[config.mk]
export PLATFORM = sky130hd
export DESIGN_NAME = bmc_soft_pipe_flat
export DESIGN_NICKNAME = d
export VERILOG_FILES = /design/src/rtl/bmc_soft_pipe_if.sv /design/src/rtl/bmc_soft_pipe.sv /design/src/flat_wrapper.sv
export SDC_FILE = /design/constraint.sdc
export NUM_CORES = 1
export LEC_CHECK = 0
export CORE_AREA = 2 2 56 84
export CTS_BUF_LIST = sky130_fd_sc_hd__clkbuf_16
export DETAILED_ROUTE_END_ITERATION = 7
export DIE_AREA = 0 0 58 86
export HOLD_SLACK_MARGIN = 0.06
export PLACE_DENSITY = 0.9
export SLEW_MARGIN = 0
export SYNTH_ARGS = -nofsm -noshare
export SYNTH_HDL_FRONTEND = slang
export SYNTH_SLANG_ARGS = --single-unit
[constraint.sdc]
create_clock -name clk -period 2.6 [get_ports clk]
set_input_delay 0.52 -clock clk [delete_from_list [all_inputs] [get_ports clk]]
set_output_delay 0.52 -clock clk [all_outputs]
set_load 0.01 [all_outputs]
[src/rtl/bmc_soft_pipe_if.sv]
// rtl/bmc_soft_pipe_if.sv - Handshake and data bundle between beat source, branch-metric unit and ACS sink
interface bmc_soft_pipe_if #(
    parameter int N         = 2,
    parameter int SOFT_W    = 3,
    parameter int BM_W      = SOFT_W + $clog2(N),
    parameter int FRAME_LEN = 64
);
    localparam int STEP_W = $clog2(FRAME_LEN);

    logic                     in_valid;
    logic                     in_ready;
    logic [N*SOFT_W-1:0]      rx_sym;
    logic [N-1:0]             punct_mask;
    logic                     out_valid;
    logic                     out_ready;
    logic [(2**N)*BM_W-1:0]   bm_out;
    logic                     out_last;
    logic [STEP_W-1:0]        out_step;

    modport master (
        output in_valid, rx_sym, punct_mask, out_ready,
        input  in_ready, out_valid, bm_out, out_last, out_step
    );

    modport slave (
        input  in_valid, rx_sym, punct_mask, out_ready,
        output in_ready, out_valid, bm_out, out_last, out_step
    );
endinterface

[src/rtl/bmc_soft_pipe.sv]
// rtl/bmc_soft_pipe.sv - Pipelined rate-1/N soft branch-metric unit; define BMC_NORM_EN for min-normalised output stage
module bmc_soft_pipe #(
    parameter int N         = 2,
    parameter int SOFT_W    = 3,
    parameter int BM_W      = SOFT_W + $clog2(N),
    parameter int FRAME_LEN = 64
) (
    input  logic           clk,
    input  logic           rst,
    bmc_soft_pipe_if.slave bus
);
    localparam int NH     = 1 << N;
    localparam int STEP_W = $clog2(FRAME_LEN);
    localparam logic [SOFT_W-1:0] SYM_MAX   = {SOFT_W{1'b1}};
    localparam logic [STEP_W-1:0] STEP_LAST = STEP_W'(FRAME_LEN - 1);

    typedef logic [N-1:0][SOFT_W-1:0] dist_t;
    typedef logic [NH-1:0][BM_W-1:0]  bm_t;

    logic advance;
    logic accept;

    logic [STEP_W-1:0] step_cnt_q, step_cnt_d;

    logic              s1_valid_q, s1_valid_d;
    dist_t             s1_dist0_q, s1_dist0_d;
    dist_t             s1_dist1_q, s1_dist1_d;
    logic [STEP_W-1:0] s1_step_q,  s1_step_d;
    logic              s1_last_q,  s1_last_d;

    logic              s2_valid_q, s2_valid_d;
    bm_t               s2_bm_q,    s2_bm_d;
    logic [STEP_W-1:0] s2_step_q,  s2_step_d;
    logic              s2_last_q,  s2_last_d;

    logic [SOFT_W-1:0] sym;
    logic [BM_W-1:0]   sum;

    // Every stage moves together; nothing advances while the output beat is stalled.
    assign advance      = !bus.out_valid || bus.out_ready;
    assign accept       = bus.in_valid && advance;
    assign bus.in_ready = advance;

    always_comb begin : s1_next
        step_cnt_d = step_cnt_q;
        s1_valid_d = s1_valid_q;
        s1_dist0_d = s1_dist0_q;
        s1_dist1_d = s1_dist1_q;
        s1_step_d  = s1_step_q;
        s1_last_d  = s1_last_q;
        sym        = '0;
        if (advance) begin
            s1_valid_d = accept;
            if (accept) begin
                for (int i = 0; i < N; i++) begin
                    sym = bus.rx_sym[i*SOFT_W +: SOFT_W];
                    // Erased symbols contribute nothing to either hypothesis polarity.
                    if (bus.punct_mask[i]) begin
                        s1_dist0_d[i] = '0;
                        s1_dist1_d[i] = '0;
                    end else begin
                        s1_dist0_d[i] = sym;
                        s1_dist1_d[i] = SYM_MAX - sym;
                    end
                end
                s1_step_d  = step_cnt_q;
                s1_last_d  = (step_cnt_q == STEP_LAST);
                step_cnt_d = (step_cnt_q == STEP_LAST) ? '0 : step_cnt_q + 1'b1;
            end
        end
    end

    always_comb begin : s2_next
        s2_valid_d = s2_valid_q;
        s2_bm_d    = s2_bm_q;
        s2_step_d  = s2_step_q;
        s2_last_d  = s2_last_q;
        sum        = '0;
        if (advance) begin
            s2_valid_d = s1_valid_q;
            s2_step_d  = s1_step_q;
            s2_last_d  = s1_last_q;
            for (int h = 0; h < NH; h++) begin
                sum = '0;
                for (int i = 0; i < N; i++) begin
                    sum = sum + ((((h >> i) & 1) != 0) ? BM_W'(s1_dist1_q[i])
                                                       : BM_W'(s1_dist0_q[i]));
                end
                s2_bm_d[h] = sum;
            end
        end
    end

    always_ff @(posedge clk) begin
        if (rst) begin
            step_cnt_q <= '0;
            s1_valid_q <= 1'b0;
            s1_dist0_q <= '0;
            s1_dist1_q <= '0;
            s1_step_q  <= '0;
            s1_last_q  <= 1'b0;
            s2_valid_q <= 1'b0;
            s2_bm_q    <= '0;
            s2_step_q  <= '0;
            s2_last_q  <= 1'b0;
        end else begin
            step_cnt_q <= step_cnt_d;
            s1_valid_q <= s1_valid_d;
            s1_dist0_q <= s1_dist0_d;
            s1_dist1_q <= s1_dist1_d;
            s1_step_q  <= s1_step_d;
            s1_last_q  <= s1_last_d;
            s2_valid_q <= s2_valid_d;
            s2_bm_q    <= s2_bm_d;
            s2_step_q  <= s2_step_d;
            s2_last_q  <= s2_last_d;
        end
    end

`ifdef BMC_NORM_EN
    logic              s3_valid_q, s3_valid_d;
    bm_t               s3_bm_q,    s3_bm_d;
    logic [STEP_W-1:0] s3_step_q,  s3_step_d;
    logic              s3_last_q,  s3_last_d;
    logic [BM_W-1:0]   min_bm;

    // Rebase so the best hypothesis reports 0, keeping ACS path metrics bounded.
    always_comb begin : s3_next
        s3_valid_d = s3_valid_q;
        s3_bm_d    = s3_bm_q;
        s3_step_d  = s3_step_q;
        s3_last_d  = s3_last_q;
        min_bm     = s2_bm_q[0];
        for (int h = 1; h < NH; h++) begin
            if (s2_bm_q[h] < min_bm) begin
                min_bm = s2_bm_q[h];
            end
        end
        if (advance) begin
            s3_valid_d = s2_valid_q;
            s3_step_d  = s2_step_q;
            s3_last_d  = s2_last_q;
            for (int h = 0; h < NH; h++) begin
                s3_bm_d[h] = s2_bm_q[h] - min_bm;
            end
        end
    end

    always_ff @(posedge clk) begin
        if (rst) begin
            s3_valid_q <= 1'b0;
            s3_bm_q    <= '0;
            s3_step_q  <= '0;
            s3_last_q  <= 1'b0;
        end else begin
            s3_valid_q <= s3_valid_d;
            s3_bm_q    <= s3_bm_d;
            s3_step_q  <= s3_step_d;
            s3_last_q  <= s3_last_d;
        end
    end

    assign bus.out_valid = s3_valid_q;
    assign bus.bm_out    = s3_bm_q;
    assign bus.out_last  = s3_last_q;
    assign bus.out_step  = s3_step_q;
`else
    assign bus.out_valid = s2_valid_q;
    assign bus.bm_out    = s2_bm_q;
    assign bus.out_last  = s2_last_q;
    assign bus.out_step  = s2_step_q;
`endif
endmodule

[src/flat_wrapper.sv]
// flat-port wrapper written by rule: the top's interface ports become plain ports
module bmc_soft_pipe_flat 
#(
    parameter int N         = 2,
    parameter int SOFT_W    = 3,
    parameter int BM_W      = SOFT_W + $clog2(N),
    parameter int FRAME_LEN = 64
)
  (clk, rst, bus_in_valid, bus_rx_sym, bus_punct_mask, bus_out_ready, bus_in_ready, bus_out_valid, bus_bm_out, bus_out_last, bus_out_step);
  bmc_soft_pipe_if #(.N(N), .SOFT_W(SOFT_W), .BM_W(BM_W), .FRAME_LEN(FRAME_LEN)) bus_i ();
  input  logic clk;
  input  logic rst;
  input wire logic [$bits(bus_i.in_valid)-1:0] bus_in_valid;
  input wire logic [$bits(bus_i.rx_sym)-1:0] bus_rx_sym;
  input wire logic [$bits(bus_i.punct_mask)-1:0] bus_punct_mask;
  input wire logic [$bits(bus_i.out_ready)-1:0] bus_out_ready;
  output wire logic [$bits(bus_i.in_ready)-1:0] bus_in_ready;
  output wire logic [$bits(bus_i.out_valid)-1:0] bus_out_valid;
  output wire logic [$bits(bus_i.bm_out)-1:0] bus_bm_out;
  output wire logic [$bits(bus_i.out_last)-1:0] bus_out_last;
  output wire logic [$bits(bus_i.out_step)-1:0] bus_out_step;
  assign bus_i.in_valid = bus_in_valid;
  assign bus_i.rx_sym = bus_rx_sym;
  assign bus_i.punct_mask = bus_punct_mask;
  assign bus_i.out_ready = bus_out_ready;
  assign bus_in_ready = bus_i.in_ready;
  assign bus_out_valid = bus_i.out_valid;
  assign bus_bm_out = bus_i.bm_out;
  assign bus_out_last = bus_i.out_last;
  assign bus_out_step = bus_i.out_step;
  bmc_soft_pipe #(.N(N), .SOFT_W(SOFT_W), .BM_W(BM_W), .FRAME_LEN(FRAME_LEN)) u_core (.clk(clk), .rst(rst), .bus(bus_i));
endmodule
## Yosys cells after proc, flatten, opt, wreduce, memory -nomap -nowiden

Index checks and enable logic that the tools add are counted.

| operators by class | value |
|---|---|
| multiplexer cells | 5 |
| reduce and logical (&&, ||, !) cells | 4 |
| add/subtract/negate cells | 7 |
| equality and inequality tests | 1 |

Operators with widths:

| kind | count |
|---|---|
| adder 3 x 3 -> 4 bit | 4 |
| 2-to-1 mux 3 bit | 4 |
| adder 6 x 1 -> 6 bit (second input constant) | 1 |
| == test 6 bit (second input constant) | 1 |
| 2-to-1 mux 6 bit | 1 |
| subtractor 3 bit (first input constant) | 2 |
| AND reduction 2 bit | 1 |
| logical AND 1 bit | 1 |
| logical NOT 1 bit | 1 |
| logical OR 1 bit | 1 |

| word-level totals | value |
|---|---|
| logic and storage cells | 32 |
| flip-flop bits (word level) | 50 |
| input bits | 12 |

## Longest topological paths before layout

| depth | value |
|---|---|
| depth after elaboration | 4 |
| mapped depth | 6 |
| gate-level depth less buffers | 6 |

## Worst setup path before layout

OpenSTA, ideal clock, no wires.

| timing path | value |
|---|---|
| path type | input -> output |
| start | in bus_out_ready |
| end | out bus_in_ready |
| path slack | 0.997 ns |
| stages on the path | 4 |
| path buffers | 2 |
| data arrival time | 1.083 ns |
| data required time | 2.080 ns |
| cells stage by stage | nor2b_2 -> inv_2 -> buf_2 -> buf_2 |

| on the way | value |
|---|---|
| longest elaborated chain between the ends | 1 |

RTL lines:

| item | RTL line | source |
|---|---|---|
| start: declaration | flat_wrapper.sv:16 | `input wire logic [$bits(bus_i.out_ready)-1:0] bus_out_ready;` |
| logical OR 1 bit | bmc_soft_pipe.sv:40 | `assign advance = !bus.out_valid \|\| bus.out_ready;` |
| end: declaration | flat_wrapper.sv:17 | `output wire logic [$bits(bus_i.in_ready)-1:0] bus_in_ready;` |

No other way between the ends.

## Worst setup path in the final report

Ends and elaborated chain as after synthesis.

==> flow_summary.toml <==
[sta]
tightest_slew_ns = 0.439
maxSlewHeadroom_pct = 70.4
finalMaxSlewViolations = 0
fmax_mhz = 466
setup_tns_ns = 0
finalCritPeriodShare_pct = 82.5
rsz0062_at_grt = "false"
period_needed_ns = 2.14
hold_viol_final = 0
fin_skew_ns = 0.00739
setup_viol_count_final = 0

[yosys]
syn_area_per_cell_sq_um = 8.76
ys_seq_area_share_pct = 44.6
netlist_area_sq_um = 2240
synth.net_count = 285
synth_cells = 256
synth-seq-cells = 50
ys_types = 32
yosysWarnings = 0

[layout]
final_nets = 313
fin_cells = 331
areaGrowthSynthToFinish_pct = 22.8
n_antenna_cell = 0
multi_input_area_sq_um = 1110
layout_commonest_cell = "dfxtp_1"
final_cell_mix = "50 x dfxtp_1, 46 x a21oi_1, 37 x nand2_1, 36 x clkdlybuf4s50_1, 24 x o21ai_0"
register_area_sq_um = 1000
drive_gt1_share_pct = 5.96
fillerInstances = 346

[placed_design]
portBuffers = 36
hpwlAfterDp_um = 3220
place_inst = 323
place.gp.congestion = 0.819

[floorplan]
coreArea_sq_um = 4210
die_y_um = 86
start_util_pct = 53.3
die_x_um = 58
io_pins = 37
dieArea_sq_um = 4990
core.rowCount = 29

[global_route]
grt_usage_pct = 20.6
grt_max_degree = 53
grt.overflow.total = 0
antenna_found_initial = 0
grt_pass1_wl_um = 8100
grt_pass1_vias = 1808

[clock_tree]
clockBufferDepth = 2
postCtsHoldBufs = 0
cts_tree = "built"
post_cts_buffers = 0
cts_buffers = 5
clk_pin_slew_ns = 0.07
htreeDepth = 2
cts_resized = 0
cts-root-buf = "clkbuf_16"
insertion_delay_ns = 0.29
cts.sinks = 50

[run_status]
status = "completed"

[power_and_ir_drop]
ir_worst_vdd_mv = 0.462
p_sw_mw = 0.403
leakage_nw = 1.03
pwr-share-seq_pct = 49.5
power.internal_mw = 1.23
switching_share_pct = 24.6
combPwrFrac_pct = 9.6
power.density_nw_per_um2 = 595
clock_power_share_pct = 40.9

[worst_setup_path]
cpPeakStageDelay_ns = 0.47
critPathSlowestCell = "clkdlybuf4s50_1"
worstPathCellList = "clkdlybuf4s50_1, nor2b_2, inv_2, clkdlybuf4s50_1"
crit_top_cell = "clkdlybuf4s50_1"
crit_path_end_kind = "output port"
crit_path_start_kind = "primary input"
arrival_ns = 1.62
cp.required_ns = 2.08
critPathMaxFanout = 2
critPathKind = "in2out"

[detailed_routing]
drtAntennaViolNets = 0
drc = 0
first_pass_iters = 4
wl_per_cell_um = 14.7
routed_via_density = 5.79
drt_first_iter_violations = 73
num_vias = 1917
routed_wl_um = 4870

[run]
maxCapViolCount = 0

[min_path]
min_path_type = "reg2reg"
==> final cells by class <==
| type | instances | share of cell area [%] |
|---|---|---|
| Clock buffer | 5 | 4.55 |
| Sequential cell | 50 | 36.4 |
| Clock inverter | 3 | 1.05 |
| Timing Repair Buffer | 41 | 14.5 |
| Tap cell | 46 | 2.09 |
| Multi-Input combinational cell | 178 | 40.4 |
| Inverter | 8 | 1.09 |
==> logic make-up (layout without fill, tap and decap cells) <==
kind of cell / Yosys count / after routing / share of synthesized area (%)
AND/OR/NAND/NOR: 70 / 70 / 15.6
buffers and inverters: 28 / 57 / 5.75
AO/OA/AOI/OAI: 87 / 87 / 21.6
adder cells (fa/ha/maj): 17 / 17 / 10.8
flip-flops: 50 / 50 / 44.6
XOR/XNOR: 4 / 4 / 1.56
==> flip-flops by register name, indices dropped and copies added, names as in the netlist <==
signal,cells
u_core.bus.bm_out,16
u_core.bus.out_valid,1
u_core.bus.out_last,1
u_core.s1_step_q,6
u_core.s1_valid_q,1
u_core.step_cnt_q,6
u_core.s1_dist0_q,6
u_core.s1_last_q,1
u_core.bus.out_step,6
u_core.s1_dist1_q,6
==> power by group through the flow <==
stage | Sequential, mW | Combinational [mW] | Clock [mW]
after floorplan | 0.831 | 0.0856 | 0
after global placement | 0.827 | 0.150 | 0
after detailed placement | 0.828 | 0.155 | 0
after CTS | 0.811 | 0.157 | 0.676
after global routing | 0.814 | 0.173 | 0.713
final | 0.811 | 0.157 | 0.670
==> path summary, 6_finish.rpt <==
path	startpoint	end	slack, ns	depth (start not counted)
worst min register to register	u_core.bus.out_step[1]	u_core.bus.out_step[1]	0.45	2
worst min-delay path	u_core.bus.out_step[1]	u_core.bus.out_step[1]	0.45	2
worst max register to register	u_core.bus.out_valid	u_core.step_cnt_q[5]	1.00	5
worst max-delay path	bus_out_ready	bus_in_ready	0.46	4
==> layer usage <==
metal / vias up / part of all wire (%) / track usage [%] / wire (um)
met5: - / 0 / 0 / 0
met4: 0 / 3.0 / 11.4 / 146
met3: 15 / 4.8 / 3.02 / 235
met2: 74 / 49 / 34.2 / 2410
met1: 865 / 43 / 25.2 / 2080
li1: 963 / - / - / -
==> synth_stat cells, drive strengths merged <==
cell,n,area (sq um)
dfxtp,50,1000
a21oi,46,230
nand2,37,139
o21ai,24,120
ha,13,163
buf,11,65.1
clkbuf,9,33.8
inv,8,30.0
nand3,8,40.0
or4,8,60.1
nand4b,6,52.6
nor2,6,22.5
a211oi,5,37.5
a21o,4,30.0
fa,4,80.1
xnor2,4,35.0
o31ai,2,15.0
a21boi,1,7.51
nor2b,1,8.76
nor4,1,6.26
nor4b,1,8.76
o21a,1,7.51
o311a,1,10.0
o311ai,1,8.76
o32ai,1,8.76
o41ai,1,8.76
or2,1,6.26
or3,1,6.26
==> worst max-delay path: cells and delay by family <==
kind          cells  cell delay (ns)
buf+inv           3             0.93
simple gates      1             0.17
==> stage by stage <==
stage               worst slack [ns]  total power, mW  instance area, sq um  hold slack (ns)  util [%]
CTS                            0.439             1.64                  2750            0.456      65.4
global route                   0.405             1.70                  2750            0.467      65.4
floorplan                      0.997            0.916                  2240            0.432         -
global placement               0.437            0.977                  2600            0.441      61.7
detailed placement             0.408            0.983                  2600            0.446      61.7
finish                         0.456             1.64                  2750            0.452      65.4
No activity file was read; power rests on OpenSTA's default activity.
